$ cat config.mk
export PLATFORM = sky130hd
export DESIGN_NAME = cordic_iter_engine
export DESIGN_NICKNAME = d
export VERILOG_FILES = /design/src/rtl/cordic_iter_engine.sv
export SDC_FILE = /design/constraint.sdc
export NUM_CORES = 1
export LEC_CHECK = 0
export CORE_UTILIZATION = 35
export DETAILED_ROUTE_END_ITERATION = 8
export PLACE_DENSITY = 0.6
export SYNTH_ARGS = -nofsm -noshare
export SYNTH_HDL_FRONTEND = slang
export SYNTH_SLANG_ARGS = --single-unit
$ cat constraint.sdc
create_clock -name clk -period 6.3 [get_ports clk]
set_input_delay 0.63 -clock clk [delete_from_list [all_inputs] [get_ports clk]]
set_output_delay 0.63 -clock clk [all_outputs]
set_load 0.01 [all_outputs]
$ cat src/rtl/cordic_iter_engine.sv
// Iterative CORDIC engine: one micro-rotation per clock in circular, linear or hyperbolic mode.
// Optional output gain compensation is enabled by defining CORDIC_GAIN_COMP_EN.
module cordic_iter_engine #(
   parameter int unsigned      WIDTH  = 16,
   parameter int unsigned      ITER   = 16,
   parameter logic [WIDTH-1:0] GAIN_Q = 16'h26DD
) (
   input  logic             clk,
   input  logic             rst,
   input  logic [1:0]       coordinate_system,
   input  logic             vectoring,
   input  logic             in_valid,
   output logic             in_ready,
   input  logic [WIDTH-1:0] x_in,
   input  logic [WIDTH-1:0] y_in,
   input  logic [WIDTH-1:0] z_in,
   output logic [5:0]       iter_idx,
   input  logic [WIDTH-1:0] angle_in,
   output logic             out_valid,
   input  logic             out_ready,
   output logic [WIDTH-1:0] x_out,
   output logic [WIDTH-1:0] y_out,
   output logic [WIDTH-1:0] z_out
);

   if (ITER > 48) begin : g_iter_chk
      $error("cordic_iter_engine: ITER=%0d exceeds the maximum of 48", ITER);
   end
   if (GAIN_Q[WIDTH-1]) begin : g_gain_chk
      $error("cordic_iter_engine: GAIN_Q must be a positive constant");
   end

   typedef enum logic [1:0] {StIdle, StRun, StGain, StDone} state_e;

   localparam logic [WIDTH-1:0] LinOne = WIDTH'(1) << (WIDTH - 2);
   localparam logic [5:0]       LastIdx = 6'(ITER - 1);

   state_e                  state_q, state_d;
   logic signed [WIDTH-1:0] x_q, x_d, y_q, y_d, z_q, z_d;
   logic [1:0]              mode_q, mode_d;
   logic                    vec_q, vec_d;
   logic [5:0]              idx_q, idx_d;
   logic                    rep_q, rep_d;
   logic                    out_valid_q, out_valid_d;

   logic                    is_circ, is_lin, is_hyp, d_pos, rep_pt;
   logic signed [WIDTH-1:0] x_sh, y_sh, ang;

   always_comb begin
      is_circ = (mode_q == 2'b00);
      is_lin  = (mode_q == 2'b01);
      is_hyp  = mode_q[1];
      // Rotation steers z toward zero, vectoring steers y toward zero.
      d_pos   = vec_q ? y_q[WIDTH-1] : ~z_q[WIDTH-1];
      x_sh    = x_q >>> idx_q;
      y_sh    = y_q >>> idx_q;
      ang     = is_lin ? $signed(LinOne >> idx_q) : $signed(angle_in);
      // Hyperbolic convergence needs indices 4, 13 and 40 executed twice.
      rep_pt  = is_hyp && !rep_q && (idx_q == 6'd4 || idx_q == 6'd13 || idx_q == 6'd40);
   end

   always_comb begin
      state_d     = state_q;
      x_d         = x_q;
      y_d         = y_q;
      z_d         = z_q;
      mode_d      = mode_q;
      vec_d       = vec_q;
      idx_d       = idx_q;
      rep_d       = rep_q;
      out_valid_d = out_valid_q;

      unique case (state_q)
         StIdle: begin
            if (in_valid) begin
               x_d     = $signed(x_in);
               y_d     = $signed(y_in);
               z_d     = $signed(z_in);
               mode_d  = coordinate_system;
               vec_d   = vectoring;
               idx_d   = coordinate_system[1] ? 6'd1 : 6'd0;
               rep_d   = 1'b0;
               state_d = StRun;
            end
         end
         StRun: begin
            if (is_circ) begin
               x_d = d_pos ? x_q - y_sh : x_q + y_sh;
            end else if (is_hyp) begin
               x_d = d_pos ? x_q + y_sh : x_q - y_sh;
            end
            y_d = d_pos ? y_q + x_sh : y_q - x_sh;
            z_d = d_pos ? z_q - ang : z_q + ang;
            if (rep_pt) begin
               rep_d = 1'b1;
            end else begin
               rep_d = 1'b0;
               if (idx_q >= LastIdx) begin
                  idx_d = 6'd0;
`ifdef CORDIC_GAIN_COMP_EN
                  state_d = StGain;
`else
                  state_d = StDone;
`endif
               end else begin
                  idx_d = idx_q + 6'd1;
               end
            end
         end
`ifdef CORDIC_GAIN_COMP_EN
         StGain: begin
            if (is_circ) begin
               x_d = WIDTH'(($signed({{WIDTH{x_q[WIDTH-1]}}, x_q}) *
                             $signed({{WIDTH{1'b0}}, GAIN_Q})) >>> (WIDTH - 2));
               y_d = WIDTH'(($signed({{WIDTH{y_q[WIDTH-1]}}, y_q}) *
                             $signed({{WIDTH{1'b0}}, GAIN_Q})) >>> (WIDTH - 2));
            end
            state_d = StDone;
         end
`endif
         StDone: begin
            // First DONE cycle registers out_valid; the handshake is taken once it is visible.
            out_valid_d = 1'b1;
            if (out_valid_q && out_ready) begin
               out_valid_d = 1'b0;
               state_d     = StIdle;
            end
         end
         default: state_d = StIdle;
      endcase
   end

   always_ff @(posedge clk or negedge rst) begin
      if (!rst) begin
         state_q     <= StIdle;
         x_q         <= '0;
         y_q         <= '0;
         z_q         <= '0;
         mode_q      <= 2'b00;
         vec_q       <= 1'b0;
         idx_q       <= 6'd0;
         rep_q       <= 1'b0;
         out_valid_q <= 1'b0;
      end else begin
         state_q     <= state_d;
         x_q         <= x_d;
         y_q         <= y_d;
         z_q         <= z_d;
         mode_q      <= mode_d;
         vec_q       <= vec_d;
         idx_q       <= idx_d;
         rep_q       <= rep_d;
         out_valid_q <= out_valid_d;
      end
   end

   assign in_ready  = (state_q == StIdle);
   assign out_valid = out_valid_q;
   assign iter_idx  = (state_q == StRun) ? idx_q : 6'd0;
   assign x_out     = x_q;
   assign y_out     = y_q;
   assign z_out     = z_q;

endmodule
==> impl_metrics.tcl <==
set metrics [dict create \
    status "complete, no violations" \
    portBuffers 126 \
    crit_required_ns 6.56 \
    ioPinCount 127 \
    setup_viol 0 \
    num_rows 57 \
    drv_slew 0 \
    die_w_um 159.6 \
    routedWlPerCell_um 18.90 \
    grt_pass1_vias 8666 \
    antenna_found_initial 0 \
    grtUsageTotal_pct 22.98 \
    cts_sinks 61 \
    globalplace.congestion 0.9181 \
    core_mm2 0.02432 \
    slew_headroom_pct 25.12 \
    avgSynthCellArea_um2 7.657 \
    die_h_um 159.6 \
    ctsHtreeMaxLevel 3 \
    grt_max_degree 62 \
    async_flop_share_pct 100.0 \
    drtAntennaViolNets 0 \
    cts_tree "yes" \
    hold_buffers 0 \
    dieArea_mm2 0.02549 \
    cap_violations 0 \
    start_kind "register" \
    area_delta_synth_final_pct 20.69 \
    root_buffer "clkbuf_16" \
    synth_area_leaders "dfrtp_1 (18%), ha_1 (11%), o21ai_0 (5.4%), a21oi_1 (5.4%), nor2_1 (5.0%)" \
    endpoint_kind "register" \
    grt_pass1_wl_um 46750 \
    max_freq_mhz 188.2 \
    fin_skew_ns 0.009548 \
    ys_types 88 \
    syn_area_mm2 0.008698 \
    routed_wl_um 29300 \
    yosysTopAreaCellShare_pct 17.55 \
    drive_gt1_share_pct 8.891 \
    rsz0062_at_grt "false" \
    hold_class "in -> async" \
    critical_path_class "reg -> reg" \
    final.period_utilization_pct 84.35 \
    reg2reg_depth 18 \
    ctsResizeCount 0 \
    synth_top_area_cell "dfrtp_1" \
    n_antenna_cell 0 \
    hold_viol_final 0 \
    synth_fp_nets 1284 \
    drc 0 \
    ys_top_cells_by_count "nor2_1 (115), o21ai_0 (94), a21oi_1 (93), nand2_1 (93), ha_1 (73)" \
    ys_ff_latch 61 \
    nNetsFinal 1369 \
    firstDrtPassIters 5 \
    tightest_slew_ns 1.123 \
    arrival_ns 5.58 \
    start_util_pct 35.77 \
    critPathMaxFanout 44 \
    synth_edf_count 0 \
    yosysMostFrequentCell "nor2_1" \
    dpl.hpwl_um 21850 \
    fin_crit_ns 5.314 \
    tns_ns 0 \
    insertion_delay_ns 0.35 \
    cts_buffer_depth 2 \
    vias_per_cell 5.791 \
    overflow 0 \
    netlist_instances 1136 \
    synth_ff_type "dfrtp_1" \
    cts_buffers 9 \
    ys_warn_count 0 \
    vias 8976 \
    synth-seq-area-share_pct 17.55 \
    drt_iter0_drc 740 \
    post_cts_buffers 0 \
    clkTransAtPathRegs_ns 0.06 \
]
cells in the final DEF (no fill, tap or decap), drive strengths merged, types with 9 or more instances in the layout:
cell / instances
clkbuf: 11
o211ai: 14
a211oi: 10
a21o: 13
a31oi: 18
nor2b: 14
or3: 15
mux2i: 28
and3: 9
o22ai: 29
clkdlybuf4s50: 125
buf: 23
dfrtp: 61
nand2: 93
nand2b: 18
o21a: 15
mux4: 10
ha: 73
and2: 9
nand3: 26
a21oi: 94
xnor2: 39
mux2: 26
xor2: 30
inv: 43
o21ai: 104
o22a: 15
nor3: 35
nor2: 117
final timing paths:
kind | from | endpoint | slack [ns]
worst max-delay path | idx_q[0]$_DFFE_PN0P_ | x_out[15]$_DFFE_PN0P_ | 0.99
worst min-delay path | rst | y_out[3]$_DFFE_PN0P_ | 0.44
worst max register to register | idx_q[0]$_DFFE_PN0P_ | x_out[15]$_DFFE_PN0P_ | 0.99
worst min register to register | rep_q$_DFFE_PN0P_ | rep_q$_DFFE_PN0P_ | 0.51
max in group asynchronous | rst | idx_q[0]$_DFFE_PN0P_ | 5.20
min in group clk | rep_q$_DFFE_PN0P_ | rep_q$_DFFE_PN0P_ | 0.51
worst max-delay path: stages, from the launching register on:
cell and delay [ns]:
dfrtp_2 0.96, mux2_2 0.41, o21ai_0 0.21, nor2_1 0.06
a21oi_1 0.24, a21oi_1 0.17, nor2_1 0.13, a31oi_1 0.05
o21ai_0 0.53, ha_1 0.36, nor2b_1 0.15, o31a_1 0.26
o41ai_1 0.60, o211ai_1 0.22, a31o_2 0.29, a41oi_1 0.25
o32a_1 0.20, nor2_1 0.05, o211ai_1 0.09
cells by family after synthesis:
group | Yosys count | synth area share [%]
compound gates | 384 | 29.10
xor+xnor | 69 | 6.948
fa+ha+maj | 77 | 11.42
buf+inv | 119 | 5.869
flops | 61 | 17.55
mux | 64 | 9.264
simple gates | 362 | 19.85
layer usage:
metal | vias to the layer above | GRT usage (%) | wire, um
li1 | 4332 | - | -
met1 | 4313 | 30.64 | 13240
met2 | 274 | 37.36 | 13680
met3 | 57 | 2.649 | 1376
met4 | 0 | 10.05 | 1004
met5 | - | 0 | 0
metrics by stage:
step | instances | util (%) | setup WS, ns | cell area, um2 | hold WS (ns)
2_1_floorplan | 1136 | - | 1.800 | 8698 | 0.3344
3_3_place_gp | 1534 | 41.93 | 1.221 | 10200 | 0.4666
3_5_place_dp | 1534 | 41.93 | 1.024 | 10200 | 0.4937
4_1_cts | 1550 | 43.17 | 1.004 | 10500 | 0.5070
5_1_grt | 1550 | 43.17 | 0.4922 | 10500 | 0.5419
6_report | 1550 | 43.17 | 0.9857 | 10500 | 0.4426
sequential cells by signal, summed over array words and instances (netlist names):
name       flops
x_out         16
y_out         16
z_out         16
idx_q          6
mode_q         2
state_q        2
out_valid      1
rep_q          1
vec_q          1
final cells by class:
cell class | count | area, um2
fillers | 2491 | 13820
multi-input cells | 956 | 6673
flip-flops and latches | 61 | 1528
repair buffers | 148 | 1421
well taps | 324 | 405.4
clock buffers | 11 | 242.7
inverters | 45 | 168.9
clock inverters | 5 | 58.81
Power is left out: the tool's default activity adds up to more than one toggle a clock period on the data nets, which glitch-free logic cannot reach.
==> variant: new RTL, same flow settings <==
Take the reset off `y_q` and load it in a clocked block of its own.
--- a/src/rtl/cordic_iter_engine.sv
+++ b/src/rtl/cordic_iter_engine.sv
@@ -135,5 +135,4 @@
          state_q     <= StIdle;
          x_q         <= '0;
-         y_q         <= '0;
          z_q         <= '0;
          mode_q      <= 2'b00;
@@ -145,5 +144,4 @@
          state_q     <= state_d;
          x_q         <= x_d;
-         y_q         <= y_d;
          z_q         <= z_d;
          mode_q      <= mode_d;
@@ -153,4 +151,8 @@
          out_valid_q <= out_valid_d;
       end
+   end
+
+   always_ff @(posedge clk) begin
+      y_q <= y_d;
    end
 
Check against the original RTL: not equivalent (Yosys sat finds a counterexample within 4 cycles, from zero or initial values and one cycle with rst low).
==> variant against the unedited design <==
  * Synthesized area is 6.7% lower
  * Worst setup slack lost 87 ps
  * Non-clock buffer count is 3 higher
  * Utilization grew 0.59 points
  * Sequential share of layout area up 1.6 points
  * Wire length decreased by 8.1%
  * Sequential cell count unchanged
  * Final area fell by 5.4%
Power is not shown: default switching activity piles up to over one toggle a cycle in this logic, so the estimate is an artifact.
==> variant: results (changes against the unedited design) <==
* Inst Count DP: 1,441, was 1,534
* share of flip-flops with an asynchronous set or reset after synthesis: 0.738, was 1.00
* number of flops mapped to enable cells by yosys: 16, was 0
* Worst path slowest cell: a221oi_1, was dfrtp_2
* worst setup path end: y_out[15], was x_out[15]
* highest net fanout along the worst path: 14, was 44
* routed wire length per instance: 18.5 µm, was 18.9 µm
* final RePlAce weighted congestion: 0.911, was 0.918
* share of cells above drive strength 1: 0.0776, was 0.0889
* vias in the first global route: 7,904, was 8,666
* final worst-path setup slack: 898 ps, was 986 ps
* global-route wire length before repair: 43.3 mm, was 46.7 mm
* largest net degree at the start of global routing: 46, was 62
* DP Area: 9660 µm², was 10,200 µm²
* setup slack, reg-to-reg: 900 ps, was 990 ps
* final wirelength: 26.9 mm, was 29.3 mm
* all-layer global routing usage: 0.231, was 0.230
* sequential area share after synthesis: 0.198, was 0.175
* Syn Inst Count: 1,070, was 1,136
* nets in the synthesized netlist: 1,218, was 1,284
* cell types with the largest area share after synthesis: dfrtp_1, ha_1, o21ai_0, unchanged
* delay of the slowest critical-path stage: 510 ps, was 960 ps
* final-stage net count: 1,315, was 1,369
* final setup skew: 8.59 ps, was 9.55 ps
* outcome: finished clean, unchanged
* number of distinct library cells after synthesis: 74, was 88
* Crit path arrival time: 5480 ps, was 5580 ps
* ranking of synthesized cells by instance count: nand2_1, o21ai_0, nor2_1, a21oi_1, ha_1, was nor2_1, o21ai_0, a21oi_1, nand2_1, ha_1
* Via Count: 8,166, was 8,976
* DP HPWL: 20.7 mm, was 21.9 mm
* final design utilization: 0.438, was 0.432
* smallest hold slack: 387 ps, was 443 ps
-- variant: cell types whose count changed in the layout (fill, tap and decap cells not counted), sizes merged, moves of 9 or more --
cell	delta
nand2	+25
nor2	-25
dfrtp	-16
edfxtp	+16
o22ai	-16
o21a	-11
inv	+9
nand3	-9
-- variant: area by class of cell --
cell class	count	area share
multi-input combinational	891	0.609
sequential	61	0.162
clock buffer	12	0.0258
clock inverter	4	0.00239
tap	285	0.0359
inverter	53	0.0200
timing repair buffer	151	0.145
-- variant: cell families (layout without fill, tap and decap cells) --
logic type      Yosys count  count (layout)  share of synthesized area
flops                    61              61                      0.198
simple gates            338             338                      0.191
fa+ha+maj                77              77                      0.122
mux                      61              61                     0.0920
compound gates          344             344                      0.262
xor+xnor                 71              71                     0.0766
buf+inv                 118             220                     0.0574
-- variant: per-layer routing --
metal	up-vias	global-route usage	wire length, µm
met3	20	0.0255	1220
li1	4059	-	-
met2	236	0.375	12200
met4	0	0.0608	360
met5	-	0	0
met1	3851	0.326	13200
